[config.mk]
export PLATFORM = sky130hd
export DESIGN_NAME = rd53_mon_scan_ctrl_flat
export DESIGN_NICKNAME = d
export VERILOG_FILES = /design/src/rtl/rd53_mon_scan_ctrl_if.sv /design/src/rtl/rd53_mon_scan_ctrl.sv /design/src/flat_wrapper.sv
export SDC_FILE = /design/constraint.sdc
export NUM_CORES = 2
export LEC_CHECK = 0
export CORE_UTILIZATION = 35
export DETAILED_ROUTE_END_ITERATION = 16
export SKIP_CTS_REPAIR_TIMING = 1
export SYNTH_ARGS = -nofsm -noshare
export SYNTH_HDL_FRONTEND = slang
export SYNTH_SLANG_ARGS = --single-unit
[constraint.sdc]
create_clock -name clk40 -period 34 [get_ports clk40]
set_input_delay 5.1 -clock clk40 [delete_from_list [all_inputs] [get_ports clk40]]
set_output_delay 5.1 -clock clk40 [all_outputs]
set_load 0.005 [all_outputs]
[src/rtl/rd53_mon_scan_ctrl_if.sv]
// Bus bundle between the monitoring scan sequencer and its surroundings
// (control, ADC handshake, result stream and result-bank read port).
interface rd53_mon_scan_ctrl_if #(
    parameter int unsigned N_CH     = 40,
    parameter int unsigned ADC_W    = 12,
    parameter int unsigned SETTLE_W = 8,
    parameter int unsigned CH_W     = $clog2(N_CH)
);
    logic                scan_start;
    logic                scan_stop;
    logic                scan_cont;
    logic [N_CH-1:0]     ch_mask;
    logic [SETTLE_W-1:0] settle_cyc;
    logic [N_CH-1:0]     mon_vin_sel;
    logic                adc_soc;
    logic                adc_eoc_b;
    logic [ADC_W-1:0]    adc_out;
    logic                res_valid;
    logic [CH_W-1:0]     res_ch;
    logic [ADC_W-1:0]    res_data;
    logic [CH_W-1:0]     rd_addr;
    logic [ADC_W-1:0]    rd_data;
    logic                busy;
    logic                scan_done;
    logic                timeout_err;

    modport master (
        output scan_start, scan_stop, scan_cont, ch_mask, settle_cyc,
        output adc_eoc_b, adc_out, rd_addr,
        input  mon_vin_sel, adc_soc, res_valid, res_ch, res_data,
        input  rd_data, busy, scan_done, timeout_err
    );

    modport slave (
        input  scan_start, scan_stop, scan_cont, ch_mask, settle_cyc,
        input  adc_eoc_b, adc_out, rd_addr,
        output mon_vin_sel, adc_soc, res_valid, res_ch, res_data,
        output rd_data, busy, scan_done, timeout_err
    );
endinterface

[src/rtl/rd53_mon_scan_ctrl.sv]
// Autonomous monitoring scan sequencer: walks a masked set of MUX channels,
// settles, averages 2**AVG_LOG2 ADC conversions per channel and stores/streams results.
module rd53_mon_scan_ctrl #(
    parameter int unsigned N_CH     = 40,
    parameter int unsigned ADC_W    = 12,
    parameter int unsigned AVG_LOG2 = 2,
    parameter int unsigned SETTLE_W = 8,
    parameter int unsigned TO_CYC   = 255,
    parameter int unsigned CH_W     = $clog2(N_CH)
) (
    input logic                 clk40,
    input logic                 rst,
    rd53_mon_scan_ctrl_if.slave bus
);
    localparam int unsigned IDX_W = $clog2(N_CH + 1);
    localparam int unsigned ACC_W = ADC_W + AVG_LOG2;
    localparam int unsigned SMP_W = AVG_LOG2 + 1;
    localparam int unsigned N_AVG = 1 << AVG_LOG2;
    localparam int unsigned TO_W  = $clog2(TO_CYC + 1);

    localparam logic [2:0] S_IDLE   = 3'd0;
    localparam logic [2:0] S_SEEK   = 3'd1;
    localparam logic [2:0] S_SETTLE = 3'd2;
    localparam logic [2:0] S_SOC    = 3'd3;
    localparam logic [2:0] S_WAIT   = 3'd4;
    localparam logic [2:0] S_STORE  = 3'd5;

    logic [2:0]          state, state_d;
    logic [N_CH-1:0]     mask_q, mask_d;
    logic [IDX_W-1:0]    idx, idx_d;
    logic [CH_W-1:0]     cur_ch, ch_d;
    logic [SETTLE_W-1:0] settle_cnt, settle_d;
    logic [TO_W-1:0]     to_cnt, to_d;
    logic [SMP_W-1:0]    smp_cnt, smp_d;
    logic [ACC_W-1:0]    acc, acc_d;
    logic                to_flag, to_flag_d;
    logic                eoc_b_q;

    logic [N_CH-1:0]     sel_q, sel_d;
    logic                soc_q, soc_d;
    logic                valid_q, valid_d;
    logic [CH_W-1:0]     res_ch_q, res_ch_d;
    logic [ADC_W-1:0]    res_data_q, res_data_d;
    logic                busy_q;
    logic                done_q, done_d;
    logic                terr_q, terr_d;

    logic [ADC_W-1:0]    bank [N_CH];

    logic [N_CH-1:0]     cand_c;
    logic                found_c;
    logic [CH_W-1:0]     found_ch_c;
    logic                eoc_fall_c;
    logic [ADC_W-1:0]    result_c;
    logic                wr_en_c;

    // Lowest enabled channel at or above the current index
    always_comb begin
        cand_c     = mask_q & ~((N_CH'(1) << idx) - N_CH'(1));
        found_c    = 1'b0;
        found_ch_c = '0;
        for (int i = 0; i < int'(N_CH); i++) begin
            if (cand_c[i] && !found_c) begin
                found_c    = 1'b1;
                found_ch_c = CH_W'(i);
            end
        end
    end

    // Only a fresh high-to-low transition counts; a lingering low level does not
    assign eoc_fall_c = !bus.adc_eoc_b && eoc_b_q;
    assign result_c   = to_flag ? '1 : ADC_W'(acc >> AVG_LOG2);

    always_comb begin
        state_d    = state;
        mask_d     = mask_q;
        idx_d      = idx;
        ch_d       = cur_ch;
        settle_d   = settle_cnt;
        to_d       = to_cnt;
        smp_d      = smp_cnt;
        acc_d      = acc;
        to_flag_d  = to_flag;
        sel_d      = sel_q;
        soc_d      = 1'b0;
        valid_d    = 1'b0;
        res_ch_d   = res_ch_q;
        res_data_d = res_data_q;
        done_d     = 1'b0;
        terr_d     = 1'b0;
        wr_en_c    = 1'b0;

        case (state)
            S_IDLE: begin
                if (bus.scan_start && !bus.scan_stop) begin
                    state_d = S_SEEK;
                    mask_d  = bus.ch_mask;
                    idx_d   = '0;
                end
            end
            S_SEEK: begin
                if (found_c) begin
                    ch_d     = found_ch_c;
                    sel_d    = N_CH'(1) << found_ch_c;
                    settle_d = '0;
                    state_d  = S_SETTLE;
                end else begin
                    done_d = 1'b1;
                    if (bus.scan_cont) begin
                        mask_d = bus.ch_mask;
                        idx_d  = '0;
                    end else begin
                        state_d = S_IDLE;
                        sel_d   = '0;
                    end
                end
            end
            S_SETTLE: begin
                if ((SETTLE_W+1)'(settle_cnt) + (SETTLE_W+1)'(1) >= (SETTLE_W+1)'(bus.settle_cyc)) begin
                    state_d = S_SOC;
                    soc_d   = 1'b1;
                end else begin
                    settle_d = settle_cnt + SETTLE_W'(1);
                end
            end
            S_SOC: begin
                to_d    = '0;
                state_d = S_WAIT;
            end
            S_WAIT: begin
                if (eoc_fall_c) begin
                    acc_d = acc + ACC_W'(bus.adc_out);
                    if (smp_cnt == SMP_W'(N_AVG - 1)) begin
                        state_d = S_STORE;
                    end else begin
                        smp_d   = smp_cnt + SMP_W'(1);
                        state_d = S_SOC;
                        soc_d   = 1'b1;
                    end
                end else if (to_cnt == TO_W'(TO_CYC - 1)) begin
                    terr_d    = 1'b1;
                    to_flag_d = 1'b1;
                    state_d   = S_STORE;
                end else begin
                    to_d = to_cnt + TO_W'(1);
                end
            end
            S_STORE: begin
                wr_en_c    = 1'b1;
                valid_d    = 1'b1;
                res_ch_d   = cur_ch;
                res_data_d = result_c;
                acc_d      = '0;
                smp_d      = '0;
                to_flag_d  = 1'b0;
                idx_d      = IDX_W'(cur_ch) + IDX_W'(1);
                state_d    = S_SEEK;
            end
            default: state_d = S_IDLE;
        endcase

        // Abort wins over everything, including a same-cycle bank write
        if (bus.scan_stop && state != S_IDLE) begin
            state_d    = S_IDLE;
            sel_d      = '0;
            soc_d      = 1'b0;
            valid_d    = 1'b0;
            done_d     = 1'b0;
            terr_d     = 1'b0;
            wr_en_c    = 1'b0;
            acc_d      = '0;
            smp_d      = '0;
            to_flag_d  = 1'b0;
            res_ch_d   = res_ch_q;
            res_data_d = res_data_q;
        end
    end

    always_ff @(posedge clk40 or posedge rst) begin
        if (rst) begin
            state      <= S_IDLE;
            mask_q     <= '0;
            idx        <= '0;
            cur_ch     <= '0;
            settle_cnt <= '0;
            to_cnt     <= '0;
            smp_cnt    <= '0;
            acc        <= '0;
            to_flag    <= 1'b0;
            eoc_b_q    <= 1'b0;
            sel_q      <= '0;
            soc_q      <= 1'b0;
            valid_q    <= 1'b0;
            res_ch_q   <= '0;
            res_data_q <= '0;
            busy_q     <= 1'b0;
            done_q     <= 1'b0;
            terr_q     <= 1'b0;
            for (int i = 0; i < int'(N_CH); i++) bank[i] <= '0;
        end else begin
            state      <= state_d;
            mask_q     <= mask_d;
            idx        <= idx_d;
            cur_ch     <= ch_d;
            settle_cnt <= settle_d;
            to_cnt     <= to_d;
            smp_cnt    <= smp_d;
            acc        <= acc_d;
            to_flag    <= to_flag_d;
            eoc_b_q    <= bus.adc_eoc_b;
            sel_q      <= sel_d;
            soc_q      <= soc_d;
            valid_q    <= valid_d;
            res_ch_q   <= res_ch_d;
            res_data_q <= res_data_d;
            busy_q     <= (state_d != S_IDLE);
            done_q     <= done_d;
            terr_q     <= terr_d;
            if (wr_en_c) bank[cur_ch] <= result_c;
        end
    end

    always_comb begin
        if ({1'b0, bus.rd_addr} < (CH_W+1)'(N_CH)) bus.rd_data = bank[bus.rd_addr];
        else                                       bus.rd_data = '0;
    end

    assign bus.mon_vin_sel = sel_q;
    assign bus.adc_soc     = soc_q;
    assign bus.res_valid   = valid_q;
    assign bus.res_ch      = res_ch_q;
    assign bus.res_data    = res_data_q;
    assign bus.busy        = busy_q;
    assign bus.scan_done   = done_q;
    assign bus.timeout_err = terr_q;
endmodule

[src/flat_wrapper.sv]
// flat-port wrapper written by rule: the top's interface ports become plain ports
module rd53_mon_scan_ctrl_flat 
#(
    parameter int unsigned N_CH     = 40,
    parameter int unsigned ADC_W    = 12,
    parameter int unsigned AVG_LOG2 = 2,
    parameter int unsigned SETTLE_W = 8,
    parameter int unsigned TO_CYC   = 255,
    parameter int unsigned CH_W     = $clog2(N_CH)
)
  (clk40, rst, bus_scan_start, bus_scan_stop, bus_scan_cont, bus_ch_mask, bus_settle_cyc, bus_adc_eoc_b, bus_adc_out, bus_rd_addr, bus_mon_vin_sel, bus_adc_soc, bus_res_valid, bus_res_ch, bus_res_data, bus_rd_data, bus_busy, bus_scan_done, bus_timeout_err);
  rd53_mon_scan_ctrl_if #(.N_CH(N_CH), .ADC_W(ADC_W), .SETTLE_W(SETTLE_W), .CH_W(CH_W)) bus_i ();
  input logic clk40;
  input logic rst;
  input wire logic [$bits(bus_i.scan_start)-1:0] bus_scan_start;
  input wire logic [$bits(bus_i.scan_stop)-1:0] bus_scan_stop;
  input wire logic [$bits(bus_i.scan_cont)-1:0] bus_scan_cont;
  input wire logic [$bits(bus_i.ch_mask)-1:0] bus_ch_mask;
  input wire logic [$bits(bus_i.settle_cyc)-1:0] bus_settle_cyc;
  input wire logic [$bits(bus_i.adc_eoc_b)-1:0] bus_adc_eoc_b;
  input wire logic [$bits(bus_i.adc_out)-1:0] bus_adc_out;
  input wire logic [$bits(bus_i.rd_addr)-1:0] bus_rd_addr;
  output wire logic [$bits(bus_i.mon_vin_sel)-1:0] bus_mon_vin_sel;
  output wire logic [$bits(bus_i.adc_soc)-1:0] bus_adc_soc;
  output wire logic [$bits(bus_i.res_valid)-1:0] bus_res_valid;
  output wire logic [$bits(bus_i.res_ch)-1:0] bus_res_ch;
  output wire logic [$bits(bus_i.res_data)-1:0] bus_res_data;
  output wire logic [$bits(bus_i.rd_data)-1:0] bus_rd_data;
  output wire logic [$bits(bus_i.busy)-1:0] bus_busy;
  output wire logic [$bits(bus_i.scan_done)-1:0] bus_scan_done;
  output wire logic [$bits(bus_i.timeout_err)-1:0] bus_timeout_err;
  assign bus_i.scan_start = bus_scan_start;
  assign bus_i.scan_stop = bus_scan_stop;
  assign bus_i.scan_cont = bus_scan_cont;
  assign bus_i.ch_mask = bus_ch_mask;
  assign bus_i.settle_cyc = bus_settle_cyc;
  assign bus_i.adc_eoc_b = bus_adc_eoc_b;
  assign bus_i.adc_out = bus_adc_out;
  assign bus_i.rd_addr = bus_rd_addr;
  assign bus_mon_vin_sel = bus_i.mon_vin_sel;
  assign bus_adc_soc = bus_i.adc_soc;
  assign bus_res_valid = bus_i.res_valid;
  assign bus_res_ch = bus_i.res_ch;
  assign bus_res_data = bus_i.res_data;
  assign bus_rd_data = bus_i.rd_data;
  assign bus_busy = bus_i.busy;
  assign bus_scan_done = bus_i.scan_done;
  assign bus_timeout_err = bus_i.timeout_err;
  rd53_mon_scan_ctrl #(.N_CH(N_CH), .ADC_W(ADC_W), .AVG_LOG2(AVG_LOG2), .SETTLE_W(SETTLE_W), .TO_CYC(TO_CYC), .CH_W(CH_W)) u_core (.clk40(clk40), .rst(rst), .bus(bus_i));
endmodule
Yosys cells after proc, flatten, opt, wreduce, memory -nomap -nowiden
Index checks and enable logic that the tools add are counted.

Add/sub/neg operators: 7. Multipliers: 0. Div/mod/pow operators: 0. Order comparisons: 5. Eq/ne operators: 19. Shifts and indexed selects: 2. Multiplexer cells: 139. Bitwise logic cells: 5. Reductions and logical operators: 103.

Operator list (number): $bwmux 480 (1); $mux 40 (7); $mux 5 (16); $pmux 40 s2 (1); $shl 1x6->40 const A (2); $bmux 12 s6 (1); $demux 12 s6 (1); $mux 6 (11); $mux 12 (5); $mux 1 (57); $mux 3 (15); $logic_and 1x1->1 (43); $logic_not 1->1 (41); $and 40x40->40 (1); $not 40->40 (1); $sub 40x1->40 const B (1); $mux 4 (8); $mux 8 (4); $pmux 8 s2 (2); $mux 14 (2); $pmux 14 s2 (1); $pmux 3 s6 (1); $pmux 6 s3 (1); $add 8x1->8 const B (2); 27 further kinds (55).

Flip-flop bits (word level): 633. Bits in latches: 0. Memory bits (writable): 0. Memory bits (read-only): 0. Output and inout bits: 75. Logic and storage cells: 338. Memories: 0.

Depth between registers and ports, before layout
Depth after elaboration: 126. Mapped depth: 18.

Least setup slack after synthesis
No wires, ideal clock.

Kind: input to output. Start point: in bus_rd_addr[0]. End point: out bus_rd_data[0]. Arrival time: 7598 ps. Setup slack: 21302 ps. Stages: 7. Path buffers: 3. Cell sequence: clkbuf_1 > clkbuf_1 > buf_1 > mux4_2 > mux2_2 > a221oi_1 > a21oi_1.

Word-level cells in the longest chain between the ends: 5. Elaborated cells between the ends (all ways): 6. Classes of those cells: order compare: 1; mux: 4; bitwise: 1.

Ends and longest elaborated chain: start: declaration (RTL line flat_wrapper.sv:22) `input wire logic [$bits(bus_i.rd_addr)-1:0] bus_rd_addr;`; $not 6->7 (implied by the code) (RTL line rd53_mon_scan_ctrl.sv:224) `if ({1'b0, bus.rd_addr} < (CH_W+1)'(N_CH)) bus.rd_data = bank[bus.rd_addr];`; $bmux 12 s6 (RTL line rd53_mon_scan_ctrl.sv:224); $mux 12 (implied by the code) (2 in series) (RTL line rd53_mon_scan_ctrl.sv:224); $mux 12 (*) (RTL line rd53_mon_scan_ctrl.sv:224); end: declaration (RTL line flat_wrapper.sv:28) `output wire logic [$bits(bus_i.rd_data)-1:0] bus_rd_data;`.

Every way passes the cells marked *; elsewhere a longest branch is shown, timed or not. The select of a mux whose other input is x is not followed.

Worst setup path after layout
Start point: in bus_rd_addr[0]. End point: out bus_rd_data[6].

Same word-level chain as after synthesis.

==> flow_summary_export.csv <==
group,metric,value,unit
worst_setup_path,crit_buf_inv,3,
timing,finalSetupTns,0,ps
drt,wire_per_inst,19.97,um
place,dp_cells,3891,
layout,fillerInstances,8033,
power_and_ir_drop,netSwitchingFraction,0.2896,
worst_setup_path,critPathTopFamily,"buffers and inverters",
power_and_ir_drop,comb_power_share,0.159,
timing,drv_slew,0,
cts,clkSlewWorstSetupHoldPaths,60,ps
synthesis,synthArstFlopShare,1.000,
cts,cts_root_buf,"clkbuf_16",
drt,drcViolationCount,0,
worst_setup_path,critPathLaunchType,"input port",
job,drv_cap,0,
synthesis,synth_edf_count,0,
layout,multiInputGateArea,12960,um^2
synthesis,ys_ff_latch,633,
outcome,outcome,"finished, final reports clean",
hold_path,hp-start,"u_core.bank[330]$_DFFE_PP0P_",
worst_setup_path,rr_startpoint,"u_core.idx[0]$_DFFE_PP0P_",
synthesis,synth_flop_cell,"dfrtp_1",
global_route,busiest_layer,"met2",
timing,tightestPinTransition,1163,ps
cts,clock_latency,640,ps
cts,cts.sinks,633,
cts,cts_htree_levels,3,
power_and_ir_drop,pwr_density_cell,57.42,nW/um^2
layout,drive_above_1_share,0.1454,
timing,period_share,0.4024,
drt,drt-vias-per-instance,5.228,
floorplanning,rows,106,
timing,clock.fmax,73.10,MHz
worst_setup_path,reg2reg_slack,28450,ps
place,io_buffers,146,
global_route,antenna_found_initial,2,
floorplanning,io_pins,147,
cts,cts_tree,"built",
drt,drtIter0Drc,1490,
place,hpwl,50.88,mm
timing,finalWorstSetupSlack,20320,ps
timing,hold_viol_final,0,
synthesis,syn_nets,2889,
synthesis,synth_area,29740,um^2
worst_setup_path,cp.depth,7,
synthesis,yosys_warnings,0,
power_and_ir_drop,switching_power,0.0005777,W
timing,rsz0062_at_grt,"false",
floorplanning,initial_core_util,0.3548,
worst_setup_path,r2r-end,"u_core.mask_q[7]$_DFFE_PP0P_",
hold_path,worst_hold_path_type,"reg2reg",
layout,seqCellArea,15840,um^2
worst_setup_path,r2r_cells,13,
global_route,met2_usage,0.3067,
global_route,gr-total-overflow,0,
floorplanning,die_area,86150,um^2
drt,ant_nets,0,
layout,instances_no_fill,4023,
worst_setup_path,crit_arrival,8580,ps
global_route,grt_pass1_vias,20940,
synthesis,syn_inst,2789,
drt,via_count,21030,
place,detailedPlace.worstSlack,20230,ps
global_route,met1_usage,0.2607,
worst_setup_path,worstPathCellList,"clkbuf_8 > buf_4 > mux4_2 > mux4_2 > nand2_1 > a21oi_1 > clkdlybuf4s50_1",
hold_path,hold_depth,2,
cts,cts_buffers,73,
timing,fin_skew,49.62,ps
power_and_ir_drop,cellLeakagePower,15.20,nW
drt,wirelength,80.33,mm
floorplanning,fp.coreArea,83820,um^2
worst_setup_path,crit_type,"in2out",
global_route,grt_pass1_wl,126.5,mm
worst_setup_path,cpPeakStageDelay,900,ps
hold_path,holdPathEnd,"u_core.bank[330]$_DFFE_PP0P_",
layout,nets,2932,
global_route,grt_max_degree,103,
worst_setup_path,crit_path_frequent_cell,"mux4_2",
drt,drt_first_pass_iters,5,
power_and_ir_drop,seq_power_share,0.413,
floorplanning,die_w,293.5,um
worst_setup_path,cp-end-kind,"primary output",
global_route,grt_usage,0.1900,
worst_setup_path,path_max_fanout,66,
synthesis,synth_seq_area_share,0.5326,
power_and_ir_drop,clkPwrFrac,0.428,
cts,clockBufferDepth,3,
place,place.gp.congestion,0.7952,
power_and_ir_drop,power,0.001995,W
floorplanning,dieHeight,293.5,um
synthesis,syn_area_per_cell,10.66,um^2
worst_setup_path,worstPathRequired,28900,ps
synthesis,synth_cell_type_count,95,
power_and_ir_drop,vdd_drop_max,0.03940,mV
layout,antenna_cells,0,
worst_setup_path,critPathSlowestCell,"buf_4",
layout,area_delta_synth_final,16.79,%
timing,post-route-min-period,13680,ps
power_and_ir_drop,intPower,0.001417,W
timing,max_slew_margin,0.2245,
timing,setup_viol,0,
global_route,use_met3,0.03865,
[final cells by class]
cell class              instances  share of cell area
inverters                      32            0.003674
flip-flops and latches        633              0.4560
clock buffers                 104             0.06206
repair buffers                185             0.05035
multi-input cells            1907              0.3731
clock inverters                28             0.01398
well taps                    1134             0.04085
[worst max-delay path by stage]
stage                   startpoint                        end  slack, ps
floorplan                      rst  u_core.acc[0]$_DFFE_PP0P_      11170
global placement    bus_rd_addr[0]             bus_rd_data[6]      20300
detailed placement  bus_rd_addr[0]             bus_rd_data[6]      20230
CTS                 bus_rd_addr[0]             bus_rd_data[6]      20230
global route        bus_rd_addr[0]             bus_rd_data[6]      20060
finish              bus_rd_addr[0]             bus_rd_data[6]      20320
[cells in the final DEF (no fill, tap or decap), types with 14 or more instances in the layout]
cell,Yosys,layout
nor3_1,14,14
buf_4,4,39
mux4_2,144,144
nand3_1,38,38
mux2_2,18,18
mux2_4,40,40
dfrtp_1,633,633
clkdlybuf4s50_1,0,142
nor2_1,261,249
and3_1,15,15
clkbuf_8,0,18
o21ai_0,367,367
clkbuf_16,0,75
a21oi_1,225,225
ha_1,27,27
inv_1,29,28
nand2_1,468,468
xor2_1,14,14
o21ai_1,14,14
[cells in the mapped netlist (4+ instances only)]
| library cell | number | share of area |
|---|---|---|
| a21boi_0 | 5 | 0.0013 |
| a21o_1 | 10 | 0.0025 |
| a21oi_1 | 225 | 0.038 |
| a221oi_1 | 13 | 0.0038 |
| a22o_1 | 5 | 0.0015 |
| a31o_2 | 4 | 0.0012 |
| and2_1 | 7 | 0.0015 |
| and3_1 | 15 | 0.0032 |
| buf_1 | 17 | 0.0021 |
| buf_2 | 7 | 0.0012 |
| buf_4 | 4 | 0.0010 |
| buf_6 | 10 | 0.0038 |
| clkbuf_1 | 179 | 0.023 |
| dfrtp_1 | 633 | 0.53 |
| ha_1 | 27 | 0.011 |
| inv_1 | 29 | 0.0037 |
| mux2_2 | 18 | 0.0068 |
| mux2_4 | 40 | 0.020 |
| mux2i_1 | 11 | 0.0037 |
| mux4_2 | 144 | 0.11 |
| nand2_1 | 468 | 0.059 |
| nand2b_1 | 8 | 0.0017 |
| nand3_1 | 38 | 0.0064 |
| nand3b_1 | 5 | 0.0013 |
| nand4_1 | 12 | 0.0025 |
| nor2_1 | 261 | 0.033 |
| nor2b_1 | 13 | 0.0027 |
| nor3_1 | 14 | 0.0024 |
| nor3_2 | 4 | 0.0013 |
| nor3b_1 | 8 | 0.0020 |
| nor4_1 | 8 | 0.0017 |
| o2111ai_1 | 4 | 0.0012 |
| o211a_1 | 4 | 0.0013 |
| o211ai_1 | 10 | 0.0025 |
| o21ai_0 | 367 | 0.062 |
| o21ai_1 | 14 | 0.0024 |
| o21bai_1 | 4 | 0.0010 |
| o2bb2ai_1 | 6 | 0.0018 |
| o31a_1 | 4 | 0.0012 |
| o31ai_1 | 11 | 0.0028 |
| or2_2 | 6 | 0.0013 |
| or3_1 | 6 | 0.0013 |
| xnor2_1 | 12 | 0.0035 |
| xor2_1 | 14 | 0.0041 |
[worst register-to-register path, delay by kind of cell (launching register included)]
| family | cells | cell delay [ps] |
|---|---|---|
| simple gates | 6 | 1770 |
| compound gates | 3 | 910 |
| flops | 1 | 870 |
| buf+inv | 2 | 770 |
| fa+ha+maj | 1 | 640 |
| mux | 1 | 470 |
[metal layers]
metal  share of wire  vias up  wire length (um)
li1                -     9954                 -
met1            0.45    10440             36270
met2            0.47      508             37810
met3           0.056      123              4488
met4           0.022        4              1730
met5         0.00027        -                22
[metrics by stage]
step	instance area, um^2	hold WS (ps)	utilization
floorplan	29740	442.8	-
global route	34740	493.9	0.4144
detailed placement	32100	465.7	0.3829
global placement	32100	457.5	0.3829
finish	34740	477.0	0.4144
CTS	34740	478.8	0.4144
[power by group through the flow]
stage               Clock [W]  Combinational [W]  Sequential (W)
global route         0.000908           0.000351        0.000827
detailed placement          0           0.000321        0.000836
global placement            0           0.000320        0.000835
CTS                  0.000876           0.000322        0.000823
floorplan                   0           0.000233        0.000817
finish               0.000854           0.000317        0.000823
[logic make-up (layout without fill, tap and decap cells)]
family	after synthesis	after routing	synth area share
muxes	213	213	0.1398
DFF	633	633	0.5326
adders and majority gates	28	28	0.01203
AOI/OAI and AO/OA	733	733	0.1395
and+or+nand+nor	907	907	0.1338
buffers and inverters	249	349	0.03475
xor gates and xnor gates	26	26	0.007656
[flip-flops by register name (all words and copies together) (netlist names), 3 cells and up]
| name | flops |
|---|---|
| u_core.acc | 14 |
| u_core.bank | 480 |
| u_core.bus.mon_vin_sel | 40 |
| u_core.bus.res_ch | 6 |
| u_core.bus.res_data | 12 |
| u_core.cur_ch | 6 |
| u_core.idx | 6 |
| u_core.mask_q | 40 |
| u_core.settle_cnt | 8 |
| u_core.smp_cnt | 3 |
| u_core.state | 3 |
| u_core.to_cnt | 8 |
Note: power is estimated with default switching activity, not from simulation.
